File: src/rtl/aes_round_sequencer.sv
// Control FSM for the word-serial AES datapath: steps AddRoundKey, SubBytes,
// ShiftRows and MixColumns through the cipher schedule, one column per beat.
module aes_round_sequencer #(
  parameter int NUM_ROUNDS = 10
) (
  input  logic       clk,
  input  logic       rst_n,
  input  logic       start,
  input  logic       abort,
  input  logic       stall,
  input  logic       key_valid,
  output logic       key_req,
  output logic       ark_en,
  output logic       sub_en,
  output logic       shift_en,
  output logic       mix_en,
  output logic [3:0] round,
  output logic [1:0] word_idx,
  output logic       busy,
  output logic       done
);

  typedef enum logic [2:0] {
    S_IDLE,
    S_ARK,
    S_SUB,
    S_SHIFT,
    S_MIX,
    S_DONE
  } state_t;

  localparam logic [3:0] LAST_ROUND = 4'(NUM_ROUNDS);

  state_t     state;
  state_t     state_nxt;
  logic [3:0] round_nxt;
  logic [1:0] word_nxt;
  logic       last_word;
  logic       final_round;

  assign last_word   = (word_idx == 2'd3);
  assign final_round = (round == LAST_ROUND);

  // NOTE: sequential state uses non-blocking assignments so every register
  // samples the pre-edge values computed by the combinational processes.
  always_ff @(posedge clk or negedge rst_n) begin
    if (!rst_n) begin
      state    <= S_IDLE;
      round    <= '0;
      word_idx <= '0;
    end else begin
      state    <= state_nxt;
      round    <= round_nxt;
      word_idx <= word_nxt;
    end
  end

  // NOTE: every combinational output is given a default before the case
  // statement, so no path through the block can infer a latch.
  always_comb begin
    state_nxt = state;
    round_nxt = round;
    word_nxt  = word_idx;
    if (abort) begin
      state_nxt = S_IDLE;
      round_nxt = '0;
      word_nxt  = '0;
    end else begin
      unique case (state)
        S_IDLE: begin
          if (start) begin
            state_nxt = S_ARK;
            round_nxt = '0;
            word_nxt  = '0;
          end
        end
        S_ARK: begin
          if (key_valid && !stall) begin
            word_nxt = word_idx + 2'd1;
            if (last_word) begin
              if (final_round) begin
                state_nxt = S_DONE;
              end else begin
                state_nxt = S_SUB;
                round_nxt = round + 4'd1;
              end
            end
          end
        end
        S_SUB: begin
          if (!stall) begin
            word_nxt = word_idx + 2'd1;
            if (last_word) state_nxt = S_SHIFT;
          end
        end
        S_SHIFT: begin
          // The final round skips MixColumns and goes straight to the key add.
          if (!stall) state_nxt = final_round ? S_ARK : S_MIX;
        end
        S_MIX: begin
          if (!stall) begin
            word_nxt = word_idx + 2'd1;
            if (last_word) state_nxt = S_ARK;
          end
        end
        S_DONE: begin
          state_nxt = S_IDLE;
        end
        default: begin
          state_nxt = S_IDLE;
          round_nxt = '0;
          word_nxt  = '0;
        end
      endcase
    end
  end

  always_comb begin
    key_req  = 1'b0;
    ark_en   = 1'b0;
    sub_en   = 1'b0;
    shift_en = 1'b0;
    mix_en   = 1'b0;
    busy     = 1'b0;
    done     = 1'b0;
    unique case (state)
      S_ARK: begin
        busy    = 1'b1;
        key_req = !stall;
        ark_en  = key_valid && !stall;
      end
      S_SUB: begin
        busy   = 1'b1;
        sub_en = !stall;
      end
      S_SHIFT: begin
        busy     = 1'b1;
        shift_en = !stall;
      end
      S_MIX: begin
        busy   = 1'b1;
        mix_en = !stall;
      end
      S_DONE: begin
        done = 1'b1;
      end
      default: begin
        busy = 1'b0;
      end
    endcase
  end

endmodule

File: config.mk
export PLATFORM = sky130hd
export DESIGN_NAME = aes_round_sequencer
export DESIGN_NICKNAME = d
export VERILOG_FILES = /design/src/rtl/aes_round_sequencer.sv
export SDC_FILE = /design/constraint.sdc
export NUM_CORES = 1
export LEC_CHECK = 0
export ABC_AREA = 0
export BUFFER_PORTS_ARGS = -buffer_cell sky130_fd_sc_hd__buf_4
export CAP_MARGIN = 30
export CORE_MARGIN = 3
export CORE_UTILIZATION = 28
export DETAILED_ROUTE_END_ITERATION = 10
export GPL_TIMING_DRIVEN = 1
export PLACE_DENSITY = 0.54
export SLEW_MARGIN = 10
export SYNTH_ARGS = -nofsm -noshare
export SYNTH_HDL_FRONTEND = slang
export SYNTH_SLANG_ARGS = --single-unit
File: constraint.sdc
create_clock -name clk -period 2.1 [get_ports clk]
set_input_delay 0.21 -clock clk [delete_from_list [all_inputs] [get_ports clk]]
set_output_delay 0.21 -clock clk [all_outputs]
set_load 0.03 [all_outputs]
; Word level (Yosys, flattened, before mapping)
; Index checks and enable logic that the tools add are counted.
[totals]
register_bits = 9
in_bits = 6
[op_classes]
add_sub_neg = 2
eq_ne = 19
n_mux = 30
reduce_logical = 10
[op_table]
columns = op, count
row1 = 3-bit two-way mux, 11
row2 = 3-bit != test (second input constant), 10
row3 = 4-bit two-way mux, 5
row4 = 3-bit case mux with 5 select lines, 1
row5 = 4-bit case mux with 3 select lines, 1
row6 = 2-bit two-way mux, 4
row7 = 2-bit case mux with 4 select lines, 1
row8 = 8-bit AND reduction, 1
row9 = 4-bit OR reduction, 2
row10 = 1-bit two-way mux, 7
row11 = 3-bit by 2-bit equality test with 1-bit output (second input constant), 2
row12 = 3-bit equality test (second input constant), 2
row13 = 5-bit AND reduction, 1
row14 = 4-bit by 1-bit adder with 4-bit output (second input constant), 1
row15 = 4-bit equality test (second input constant), 1
row16 = 2-bit by 1-bit != test with 1-bit output (second input constant), 2
row17 = 4-bit AND reduction, 1
row18 = 2-bit OR reduction, 2
row19 = 3-bit by 1-bit equality test with 1-bit output (second input constant), 1
row20 = 3-bit zero test, 1
row21 = 2-bit by 1-bit adder with 2-bit output (second input constant), 1
row22 = 2-bit equality test (second input constant), 1
row23 = 1-bit logical AND, 1
row24 = 1-bit zero test, 1

; Depth between registers and ports, before layout
; Gate-level depths: netlist of the first run.
[depth]
depth_word = 6
depth_mapped = 6

; Worst setup path before layout of the first run
; No wires, ideal clock.
[synth_path]
path_type = reg2out
from = reg state[2]
to = out ark_en
arrival_ps = 1831
required_time_ps = 1890
setup_slack_ps = 59
stages_incl_launch_ff = 5
n_path_buf = 2
path_cell_list = dfrtp_1 -> buf_6 -> clkbuf_1 -> nor3_1 -> and2_1
[synth_via]
elab_chain_len = 2
[synth_rtl]
columns = item, line_no
row1 = "start, declared", 34  ; state_t state;
row2 = "start signal, assigned", 52  ; state <= state_nxt;
row3 = 3-bit by 1-bit equality test with 1-bit output, 126  ; unique case (state)
row4 = 1-bit two-way mux, 126
row5 = "end, declared", 13  ; output logic ark_en,
; Every way passes these cells.

; Worst setup path in the final report of the first run
[layout_path]
from = reg state[1]
to = reg round[3]
[layout_via]
elab_chain_len = 4
word_cells_on_any_way = 15
[layout_rtl]
columns = item, line_no
row1 = 3-bit equality test / 3-bit by 2-bit equality test with 1-bit output (equally long branches), 69  ; unique case (state)
row2 = 4-bit OR reduction (no line), -
row3 = 2-bit by 1-bit != test with 1-bit output (no line) / 4-bit case mux with 3 select lines (equally long branches), -
row4 = 5-bit AND reduction (no line) / 4-bit two-way mux (equally long branches), -
row5 = "end signal, assigned", 53  ; round <= round_nxt;
row6 = "end, declared", 17  ; output logic [3:0] round,
; Several ways; a longest one is shown, not always the timed one.
; A chain may end at the register's enable or synchronous reset.

==> reports/results.txt, run 1 <==
The flow ran to the end, and the final reports show no timing, DRC or antenna violations. The total detailed-routing wirelength was 2020 um. The logs give 90 for the gate count of the mapped netlist and 1494 um for the total half-perimeter wirelength after legalization and detailed placement.

Of all cell types, the one taking the most synthesized area is sky130_fd_sc_hd__dfrtp_1. Ranked by total cell area, the synthesized netlist is headed by sky130_fd_sc_hd__dfrtp_1 29%, sky130_fd_sc_hd__ha_1 4.8%, sky130_fd_sc_hd__mux2_2 4.3%. The tools report the count of placed standard cells in the final layout, fillers left out as 141.

Detailed routing inserted a total of 766 vias. The layout has 265 filler cells. The CTS clock-pin slew for the worst setup and hold paths came out at 70 ps. The top flip-flop cell by instance count after synthesis is sky130_fd_sc_hd__dfrtp_1.

The worst hold slack after final layout was 207.0 ps. The area growth from synthesis to layout is 27.01%, and the share of the cycle needed by the critical path after routing is 88.74%. The count of nets left with antenna violations once routing finished came out at 0. The category of cells accounting for the largest share of critical-path delay is compound AO/OA/AOI/OAI gates. After detailed routing, the number of remaining DRC violations is 0. The critical path goes through or4b_4, a311oi_4, a41oi_1, a31oi_1. The routability congestion estimate is 0.7799, and the wire length of the first global-routing pass is 3443 um. For the iteration count of the initial detailed-routing pass, the log shows 4. Number of endpoints with negative hold slack in the final report: 0. The number of placed cells counting well taps was 136; the die height was 58.72 um. In this run the worst hold path is classified as in2reg.

Sequential elements use 28.94% of the synthesized area. The async set-or-reset flop fraction in the synthesized netlist is 100.0%, and the post-route total power is 0.0004075 W. Summed over all failing endpoints, the final setup total negative slack is 0 ps. The longest individual stage delay on the worst path works out to 600 ps. The critical path contains buffers and inverters numbering 0 combined. The largest clock skew in the final design is 4.107 ps.

For the total number of placement rows, the log shows 18. The tools report the I/O pin count as 19. The most frequent standard cell in the layout excluding fill and tap cells is sky130_fd_sc_hd__buf_4.

Highest clock rate: 0.5366 GHz. The logs give 27 for the number of violations reported at the end of detailed-routing iteration 0 and 0 for the total congestion overflow after global routing. Setup repair after global routing left no endpoint under its margin. The later pin in the worst-skew pair is clocked with a latency of 260 ps.

Across the VDD grid, the largest voltage drop is 381.4 uV. By area, the combinational part of the netlist is dominated by simple AND/OR/NAND/NOR gates. For the post-placement cell area, the log shows 950.9 sq um.

The x dimension of the die is 58.72 um, and the combined flip-flop and latch cell area is 225.2 sq um. No sink is reached through more buffers than the 2 on the longest clock path. On the critical path, the stage with the largest delay is an instance of sky130_fd_sc_hd__or4b_4. The kind of critical path was reg2reg. The number of buffers created by CTS was 3; the post-synthesis mux area share was 4.341%. Cell depth of the worst flop-to-flop path: 4. With fillers left out, the area of the finished cells amounts to 988.4 sq um.

The final critical path time including I/O delays and setup is 1863 ps. In this run, synthesis inferred 0 flip-flops with an integrated enable. The initial antenna violation count was 0. After clock tree synthesis, the setup repair step added 0 buffers. Entering global routing, the biggest net connects 18 pins. The number of maximum-capacitance constraint violations is 0. The number of different library cells used by synthesis comes to 38.

Ratio of total power to cell area: 412.3 nW/um^2. The logs give 9 for the sink count of the clock tree and 12.94% for the global router's overall resource usage. The net count of the finished layout is 121. The total area inside the core boundary comes to 2567 sq um.

Data on the critical path is required at its endpoint by 2290 ps. The tools report the number of max-slew violations in the final report as 0. The multi-input combinational cells in the finished layout cover a total of 505.5 sq um. The via count of the first global-routing pass came out at 707.

STA classifies the critical path startpoint as a register. Summing the areas of all compound-gate instances in the mapped netlist gives 26.53% of the synthesized area. The area fraction of the dominant cell type after synthesis is 28.94%, and the number of vias per cell after detailed routing is 5.433. In this run the tool buffered the top-level ports with 18 buffer cells. The post-synthesis area per instance was 8.647 sq um. The worst hold path cell count was 2.

The top cell types in the final layout, fill and taps aside, are 22 x sky130_fd_sc_hd__buf_4, 9 x sky130_fd_sc_hd__dfrtp_1, 6 x sky130_fd_sc_hd__nor2_1, 6 x sky130_fd_sc_hd__a21oi_1. Dividing the detail-routed wire length by the instance count gives 14.33 um. After synthesis the netlist holds a flip-flop and latch count of 9. The number of stages on the worst setup path was 4; the adder-cell share of the synthesized area was 4.823%. Of the cells placed in the final design, the portion with a size suffix greater than 1 is 29.73%.

The synthesized netlist devotes 1.125% of its cell area to XOR and XNOR gates. The standby leakage power was 0.4660 nW. Summing the areas of all and, or, nand and nor instances in the mapped netlist gives 27.97% of the synthesized area.

STA classifies the critical path endpoint as a register. For the area of the mapped netlist, the log shows 778.2 sq um. Level count of the clock H-tree: 1. For the remaining max-slew budget at the tightest pin, the log shows 66.75%.

The root buffer cell is sky130_fd_sc_hd__clkbuf_4. The critical path arrival was 2050 ps. Setup violations remaining at the end of the flow were counted as 0.

The number of nets in the synthesized netlist is 99. At the pin with the least slew margin, the transition time is 498.8 ps. The starting utilization of the core area was 30.31%; the overall die area was 3448 sq um.

Of all nets on the critical path, the largest fanout is 17. TritonCTS built the clock tree. The logs give 0 for the number of inserted diodes and 0 for the synthesis warning total.
==> stage by stage <==
step / worst slack [ps] / utilization (%)
after floorplan: 58.83 / -
after global placement: 318.0 / 37.04
after detailed placement: 270.6 / 37.04
after CTS: 257.4 / 38.45
after global routing: 46.99 / 38.50
final: 236.5 / 38.50
==> cells by family (layout without fill, tap and decap cells) <==
logic type,Yosys count,count (layout)
buffers and inverters,11,32
xor gates and xnor gates,1,1
adders and majority gates,3,3
and+or+nand+nor,37,37
AOI/OAI and AO/OA,26,26
DFF,9,9
muxes,3,3
==> final cells by class <==
cell class                      count  area share, %
Timing Repair Buffer               23          17.72
Inverter                            5          1.899
Sequential cell                     9          22.78
Clock buffer                        4          2.658
Multi-Input combinational cell     70          51.14
Tap cell                           30          3.797
==> sequential cells by signal (all words and copies together) (netlist names) <==
name / cells
round: 4
state: 3
word_idx: 2
==> worst reg2reg max path: cells and delay by family (launching register included) <==
kind	cells	cell delay, ps
flops	1	540
compound gates	3	650
simple gates	1	600
==> worst paths after layout <==
check,startpoint,slack (ps),to
max in group asynchronous,rst_n,1660,word_idx[1]
setup reg to reg,state[1],240,round[3]
hold / removal,abort,210,state[2]
setup / recovery,state[1],240,round[3]
hold reg to reg,round[3],530,round[3]
min in group asynchronous,rst_n,300,round[0]
==> routing by layer <==
layer | GRT usage (%) | up-vias | part of all wire [%]
met5 | 0 | - | 0
met4 | 2.913 | 0 | 0.69
met3 | 3.509 | 2 | 4.8
met2 | 20.50 | 26 | 46
met1 | 17.49 | 362 | 49
li1 | - | 376 | -
==> where the power goes <==
| part | internal, W | switching [W] | total (W) |
|---|---|---|---|
| Sequential | 0.000176 | 0.00000450 | 0.000180 |
| Clock | 0.0000733 | 0.0000647 | 0.000138 |
| Combinational | 0.0000373 | 0.0000519 | 0.0000892 |
==> what timing repair did <==
item                                   in CTS  in global routing
hold buffers                                1                  0
gates resized for setup                     0                  1
setup endpoints to repair                   0                  2
endpoints found under the hold margin       9                  0
==> synthesized netlist by cell type (2+ instances only) <==
master	n
sky130_fd_sc_hd__dfrtp_1	9
sky130_fd_sc_hd__a21oi_1	6
sky130_fd_sc_hd__nor2_1	6
sky130_fd_sc_hd__clkbuf_1	5
sky130_fd_sc_hd__inv_1	5
sky130_fd_sc_hd__nand2b_1	5
sky130_fd_sc_hd__nor2b_1	5
sky130_fd_sc_hd__nor3_1	5
sky130_fd_sc_hd__nand3_1	4
sky130_fd_sc_hd__and3b_1	3
sky130_fd_sc_hd__ha_1	3
sky130_fd_sc_hd__mux2_2	3
sky130_fd_sc_hd__a221oi_1	2
sky130_fd_sc_hd__a31o_2	2
sky130_fd_sc_hd__a31oi_1	2
sky130_fd_sc_hd__nand2_1	2
sky130_fd_sc_hd__nand3b_1	2
No activity file was read; power rests on OpenSTA's default activity.
==> run 2: changes to the inputs <==
--- a/config.mk
+++ b/config.mk
@@ -13,6 +13,7 @@
 export DETAILED_ROUTE_END_ITERATION = 10
 export GPL_TIMING_DRIVEN = 1
 export PLACE_DENSITY = 0.54
+export SETUP_SLACK_MARGIN = 0.5
 export SLEW_MARGIN = 10
 export SYNTH_ARGS = -nofsm -noshare
 export SYNTH_HDL_FRONTEND = slang
==> run 2 against run 1 <==
Non-clock buffer count grew 13. Setup slack improved by 240 ps. Register-to-register slack gained 240 ps. Sequential cell count did not move. Wire length is 18% higher. Maximum frequency is 15% higher. Critical path depth did not move. Critical endpoint unchanged. Largest cell class unchanged. Highest routed layer unchanged.
==> reports/results.txt, run 2 (synthesized netlist as in run 1, its figures left out) <==
Maximum fanout count along the critical path: 4 (-13). The share of cells above drive strength 1 came out at 59.68% (+30 points). The x dimension of the die works out to 58.72 um (unchanged). The number of buffers on the longest clock path was 2 (unchanged); the longest individual stage delay on the worst path was 560 ps (-40 ps). The number of flip-flops under the largest register name is 4 (unchanged), and the number of max-slew violations in the final report is 0 (unchanged).

The run finished with clean final reports. Critical path arrival: 1820 ps (-230 ps). Category of cells accounting for the largest share of critical-path delay: compound AO/OA/AOI/OAI gates. The tools report the count of placed standard cells in the final layout, fillers left out as 154 (+9.2%).

In the final layout, the registers with the most flip-flops are round: 4 flops, state: 3 flops, word_idx: 2 flops. The endpoint of the worst hold-timing path is state[0]. The run gives 297.2 uV (-22%) as the maximum ir drop on the vdd rail. The tools report the root buffer cell as sky130_fd_sc_hd__clkbuf_4. The wire length per cell after detailed routing was 15.51 um (+8.2%); the initial antenna violation count was 0 (unchanged). The logs give 1532 um (+2.6%) for the total half-perimeter wirelength after legalization and detailed placement and 0.6177 GHz (+15%) for the highest clock rate. The kind of launch point of the worst setup path was a register.

The CTS clock-pin slew for the worst setup and hold paths is 80 ps (about the same). The share of the cycle needed by the critical path after routing is 77.09% (-12 points). The level count of the clock H-tree was 1 (unchanged); the ratio of total power to cell area was 374.6 nW/um^2 (-9.1%).

The largest clock skew in the final design is 9.344 ps (+5.237 ps). The launching point of the worst reg2reg path is state[2]. The top cell types in the final layout, fill and taps aside, are 31 x sky130_fd_sc_hd__buf_4, 6 x sky130_fd_sc_hd__dfrtp_2, 5 x sky130_fd_sc_hd__nand2b_1, 5 x sky130_fd_sc_hd__nor2_1. The number of placed cells counting well taps is 136 (unchanged). The run gives 0 (unchanged) as the number of design rule violations left after detail routing. The remaining max-slew budget at the tightest pin is 78.51% (+12 points). For the standby leakage power, the log shows 0.5604 nW (+20%). The tools report the overall die area as 3448 sq um (unchanged).

The tools report the number of violations reported at the end of detailed-routing iteration 0 as 15 (-44%). The run gives 0 (unchanged) as the number of maximum-capacitance constraint violations. The number of vias per cell after detailed routing works out to 5.299 (-2.5%).

STA classifies the critical path endpoint as a register. The post-route total power is 0.0004640 W (+14%). The critical path buffer and inverter count was 0 (unchanged); the die height was 58.72 um (unchanged). The number of buffers created by CTS is 3 (unchanged). Walking the worst path, the cells encountered are or4b_4, a311oi_4, a41oi_1, a31oi_1.

Setup repair after global routing could not meet its margin everywhere. Starting utilization of the core area: 30.31% (unchanged). On the critical path, the stage with the largest delay is an instance of sky130_fd_sc_hd__or4b_4. The I/O pin count was 19 (unchanged); the number of inserted diodes was 0 (unchanged). For the wire length of the first global-routing pass, the log shows 3919 um (+14%). Sink count of the clock tree: 9 (unchanged).

The tools report the clock latency at the later pin of the worst-skew pair as 270 ps (about the same). The class of the tightest hold or removal check is in2reg. The worst-case register-to-register setup slack was 480 ps (+240 ps); the post-route setup TNS was 0 ps (unchanged). The tools report the total number of placement rows as 18 (unchanged). The tools report the global router's overall resource usage as 14.43% (+1.5 points). TritonCTS built the clock tree. The layout net count was 134 (+11%). The critical path in this run is classified as reg2reg. For the number of endpoints with negative hold slack in the final report, the log shows 0 (unchanged).

The share of the core filled with cells is 48.25% (+9.7 points), and the transition time of the tightest slew-check pin is 321.8 ps (-177.0 ps). The tools report the total congestion overflow after global routing as 0 (unchanged). The number of fill cells came out at 256 (-3.4%). The logs give 816 (+6.5%) for the total vias in the final route and 0 (unchanged) for the number of setup violations in the final report. More flip-flops sit in one register than any other, and that register is round. The run gives 846 (+20%) as the via count of the first global-routing pass.

The final critical path time including I/O delays and setup works out to 1619 ps (-244.6 ps). The count of port buffers added during placement works out to 18 (unchanged). The tools report the iteration count of the initial detailed-routing pass as 4 (unchanged). Leaving out fill and tap cells, the most frequent cell in the layout is sky130_fd_sc_hd__buf_4. The total detailed-routing wirelength is 2388 um (+18%), and the area growth from synthesis to layout is 59.16%.

Cell depth of the worst flop-to-flop path: 4 (unchanged). The logs give 18 (unchanged) for the pin count of the biggest net entering global routing and 2300 ps (about the same) for the critical path data required time. The antenna violation net count after detailed routing is 0 (unchanged).

The worst hold path begins at abort. The capture instance of the worst register-to-register path is round[3]. For the routability congestion estimate, the log shows 0.8034 (+3.0%). For the placeable core region, the log shows 2567 sq um (unchanged). The worst hold path cell count is 2 (unchanged).
-- run 2: cell type report --
cell class | count | area [sq um] | area share, %
flip-flops and latches | 9 | 232.7 | 18.79
inverters | 5 | 22.52 | 1.818
well taps | 30 | 37.54 | 3.030
clock buffers | 4 | 26.28 | 2.121
multi-input cells | 70 | 634.4 | 51.21
repair buffers | 36 | 285.3 | 23.03
-- run 2: how the worst max path moves through the flow --
stage / from / end / slack [ps] / cells after the start
after floorplan: round[0] / round[1] / 380 / 6
after global placement: state[1] / word_idx[0] / 360 / 4
after detailed placement: state[0] / word_idx[0] / 260 / 4
after CTS: state[1] / round[3] / 440 / 4
after global routing: state[1] / round[3] / 390 / 4
final: state[2] / round[3] / 480 / 4
-- run 2: timing repair --
item / CTS / global route
pin swaps: 5 / 8
setup buffers: 10 / 3
hold endpoints to repair: 9 / 0
setup endpoints to repair: 12 / 14
gates resized for setup: 16 / 20
hold buffers: 1 / 0
-- run 2: per-stage QoR --
stage | hold slack (ps) | worst slack [ps] | instance area (sq um)
after CTS | 210.9 | 437.1 | 1136
after global routing | 238.8 | 393.6 | 1239
after global placement | 46.17 | 359.3 | 979.7
final | 213.5 | 481.1 | 1239
after floorplan | -85.59 | 376.4 | 807.0
after detailed placement | 47.09 | 262.3 | 979.7
-- run 2: routing by layer --
metal,track usage [%],up-vias,part of all wire [%]
li1,-,404,-
met1,18.98,391,46
met2,25.24,19,50
met3,1.535,2,3.0
met4,3.236,0,0.59
met5,0,-,0
-- run 2: worst register-to-register path, stage by stage, from the launching register on --
cell and delay [ps]:
sky130_fd_sc_hd__dfrtp_1 400, sky130_fd_sc_hd__or4b_4 560, sky130_fd_sc_hd__a311oi_4 290, sky130_fd_sc_hd__a41oi_1 160, sky130_fd_sc_hd__a31oi_1 150
-- run 2: report_power, final --
| part | switching [W] | internal, W |
|---|---|---|
| sequential | 0.00000434 | 0.000176 |
| combinational | 0.0000709 | 0.0000620 |
| clock | 0.0000770 | 0.0000735 |
==> run 3: changes to the inputs <==
--- a/config.mk
+++ b/config.mk
@@ -12,7 +12,7 @@
 export CORE_UTILIZATION = 28
 export DETAILED_ROUTE_END_ITERATION = 10
 export GPL_TIMING_DRIVEN = 1
-export PLACE_DENSITY = 0.54
+export PLACE_DENSITY = 0.56
 export SETUP_SLACK_MARGIN = 0.5
 export SLEW_MARGIN = 10
 export SYNTH_ARGS = -nofsm -noshare
==> constraint.sdc (replaced) <==
create_clock -name clk -period 1.35 [get_ports clk]
set_input_delay 0.135 -clock clk [delete_from_list [all_inputs] [get_ports clk]]
set_output_delay 0.135 -clock clk [all_outputs]
set_load 0.03 [all_outputs]
==> run 3 against run 2 <==
Wire length up 27%. Setup slack got worse by 890 ps. Non-clock buffer count grew 33. Sequential cell count did not move. Critical path depth did not move. First-iteration DRC count up 110%. Die area unchanged. Clock power rose by 42%. Critical path type unchanged. Final area rose by 38%. Core utilization up 18 points. Highest routed layer unchanged. Hold slack better by 12 ps. The run now ends with setup timing left. Maximum frequency is 7.8% lower.
==> reports/results.txt, run 3 (synthesized netlist as in run 1, its figures left out) <==
The cell depth of the worst flop-to-flop path was 4 (unchanged); the total vias in the final route was 971 (+19%). The highest clock rate is 0.5697 GHz (-7.8%), and the area growth from synthesis to layout is 119.6%. The total detailed-routing wirelength is 3029 um (+27%), and the switching power as a share of total power is 31.40% (-1.4 points). The tools report the number of setup violations in the final report as 16 (+16).

The largest registers in the layout are round: 4 flops, state: 3 flops, word_idx: 2 flops. The final reports fail on setup timing. The final critical path time including I/O delays and setup is 1755 ps (+136.4 ps).

The number of vias per cell after detailed routing was 5.193 (-2.0%); the number of max-slew violations in the final report was 0 (unchanged). The number of endpoints with negative hold slack in the final report is 0 (unchanged), and the number of fill cells is 183 (-29%). The total half-perimeter wirelength after legalization and detailed placement came out at 2036 um (+33%). The worst hold path belongs to the class in2async. The wire length of the first global-routing pass was 4892 um (+25%). The critical path in this run is classified as reg2reg. The level count of the clock H-tree is 1 (unchanged). The tools report the starting utilization of the core area as 30.31% (unchanged). The die height is 58.72 um (unchanged). The run gives 0 (unchanged) as the number of design rule violations left after detail routing. The x dimension of the die came out at 58.72 um (unchanged).

The worst register-to-register path begins at state[2]. The share of the cycle needed by the critical path after routing came out at 130.0% (+53 points). The pin count of the biggest net entering global routing is 10 (-8), and the post-route total power is 0.0007747 W (+67%). I/O pin count: 19 (unchanged).

The routability congestion estimate is 0.8258 (+2.8%). The element type at the critical path end is a register. The number of inserted diodes was 0 (unchanged). For the global router's overall resource usage, the log shows 18.91% (+4.5 points). The cell sitting at the root of the clock tree is a sky130_fd_sc_hd__clkbuf_4. The largest clock skew in the final design was 6.011 ps (-3.333 ps); the via count of the first global-routing pass was 1016 (+20%). The wire length per cell after detailed routing was 16.20 um (+4.5%).

The maximum fanout count along the critical path was 4 (unchanged). The internal cell power was 0.0005314 W (+70%). The number of violations reported at the end of detailed-routing iteration 0 came out at 31 (+16). The critical path arrival is 1940 ps (+120 ps), and the number of flip-flops under the largest register name is 4 (unchanged). The part of the power in combinational logic was 36.2% (+7.5 points); the net switching power figure was 0.0002433 W (+60%).

More flip-flops sit in one register than any other, and that register is round. The share of cells above drive strength 1 came out at 74.52% (+15 points). The logs give 9 (unchanged) for the sink count of the clock tree and 0 (unchanged) for the antenna violation net count after detailed routing. For the number of buffers created by CTS, the log shows 3 (unchanged). The number of maximum-capacitance constraint violations was 0 (unchanged).

The share of total power in sequential cells came out at 36.1% (-2.8 points). The logs give -405.3 ps (-886.4 ps) for the worst path setup slack after routing and 0.7618 nW (+36%) for the standby leakage power. The number of buffers on the longest clock path was 2 (unchanged); the overall die area was 3448 sq um (unchanged).

The worst-case register-to-register setup slack was -410 ps (-890 ps). The power share of the clock group is 27.7% (-4.8 points). The remaining max-slew budget at the tightest pin is 74.29% (-4.2 points). The library cell used most frequently in the layout, excluding fill and tap cells, is sky130_fd_sc_hd__buf_4.

The CTS clock-pin slew for the worst setup and hold paths was 60 ps (-20 ps); the maximum ir drop on the vdd rail was 546.3 uV (+84%). Kind of launch point of the worst setup path: a register. The transition time of the tightest slew-check pin came out at 385.7 ps (+63.95 ps). The total congestion overflow after global routing is 0 (unchanged).

The count of port buffers added during placement is 18 (unchanged). The capture instance of the worst register-to-register path was round[3]. The tools report the critical path data required time as 1540 ps (-760 ps).

The initial antenna violation count came out at 0 (unchanged). Leaving out fill and tap cells, the most frequent cells in the layout are 36 x sky130_fd_sc_hd__buf_4, 32 x sky130_fd_sc_hd__buf_6, 6 x sky130_fd_sc_hd__dfrtp_2. Setup repair after global routing could not meet its margin everywhere.

The tools report the layout net count as 167 (+25%). The run gives 2567 sq um (unchanged) as the placeable core region. Ratio of total power to cell area: 453.3 nW/um^2 (+21%). The total number of placement rows was 18 (unchanged). The run finished, with violations left. For the post-placement setup slack, the log shows -379.3 ps (-641.5 ps). The clock latency at the later pin of the worst-skew pair is 270 ps (about the same). The iteration count of the initial detailed-routing pass is 3 (-1). TritonCTS built the clock tree.
-- run 3: layout make-up --
type                            instances  area [sq um]  share of cell area (%)
Tap cell                               30         37.54                   2.196
Sequential cell                         9         232.7                   13.62
Clock buffer                            4         26.28                   1.537
Multi-Input combinational cell         70         750.7                   43.92
Inverter                                5         21.27                   1.245
Timing Repair Buffer                   69         640.6                   37.48
-- run 3: worst max-delay path, cell delays in order, from the launching register on --
cell                       delay, ps
sky130_fd_sc_hd__dfrtp_1         400
sky130_fd_sc_hd__or4b_4          560
sky130_fd_sc_hd__a311oi_4        420
sky130_fd_sc_hd__a41oi_2         150
sky130_fd_sc_hd__a31oi_1         160
-- run 3: worst max-delay path by stage --
stage / startpoint / to / slack (ps) / cells after the start
after floorplan: round[0] / round[1] / -370 / 6
after CTS: state[2] / round[3] / -370 / 4
after detailed placement: state[1] / round[3] / -380 / 4
final: state[2] / round[3] / -410 / 4
after global placement: state[1] / round[3] / -340 / 4
after global routing: state[2] / round[3] / -490 / 4
-- run 3: power by group through the flow --
stage | registers, W | logic, W | clock network [W]
6_report | 0.000280 | 0.000281 | 0.000214
5_1_grt | 0.000280 | 0.000298 | 0.000233
4_1_cts | 0.000280 | 0.000267 | 0.000217
3_5_place_dp | 0.000285 | 0.000215 | 0
3_3_place_gp | 0.000285 | 0.000212 | 0
2_1_floorplan | 0.000290 | 0.000126 | 0
-- run 3: metal layers --
metal  GRT usage [%]  part of all wire [%]  vias up
met3           5.482                   3.3        7
met4           6.149                   1.7        0
li1                -                     -      473
met2           29.65                    49       13
met5               0                     0        -
met1           24.90                    45      478
-- run 3: what timing repair did --
item | in CTS | in global routing
setup endpoints to repair | 22 | 22
hold buffers | 1 | 0
endpoints found under the hold margin | 9 | 0
pin swaps | 11 | 9
resized for setup | 43 | 10
setup buffers | 10 | 11
-- run 3: metrics by stage --
stage	hold slack [ps]	cell area (sq um)	utilization (%)	cells	TNS, ps
CTS	231.2	1583	61.65	176	-3466
global route	229.2	1709	66.57	187	-5433
detailed placement	-30.20	1294	50.39	161	-2100
global placement	-28.87	1294	50.39	161	-1838
floorplan	-160.6	967.2	-	90	-1772
finish	225.5	1709	66.57	187	-4555
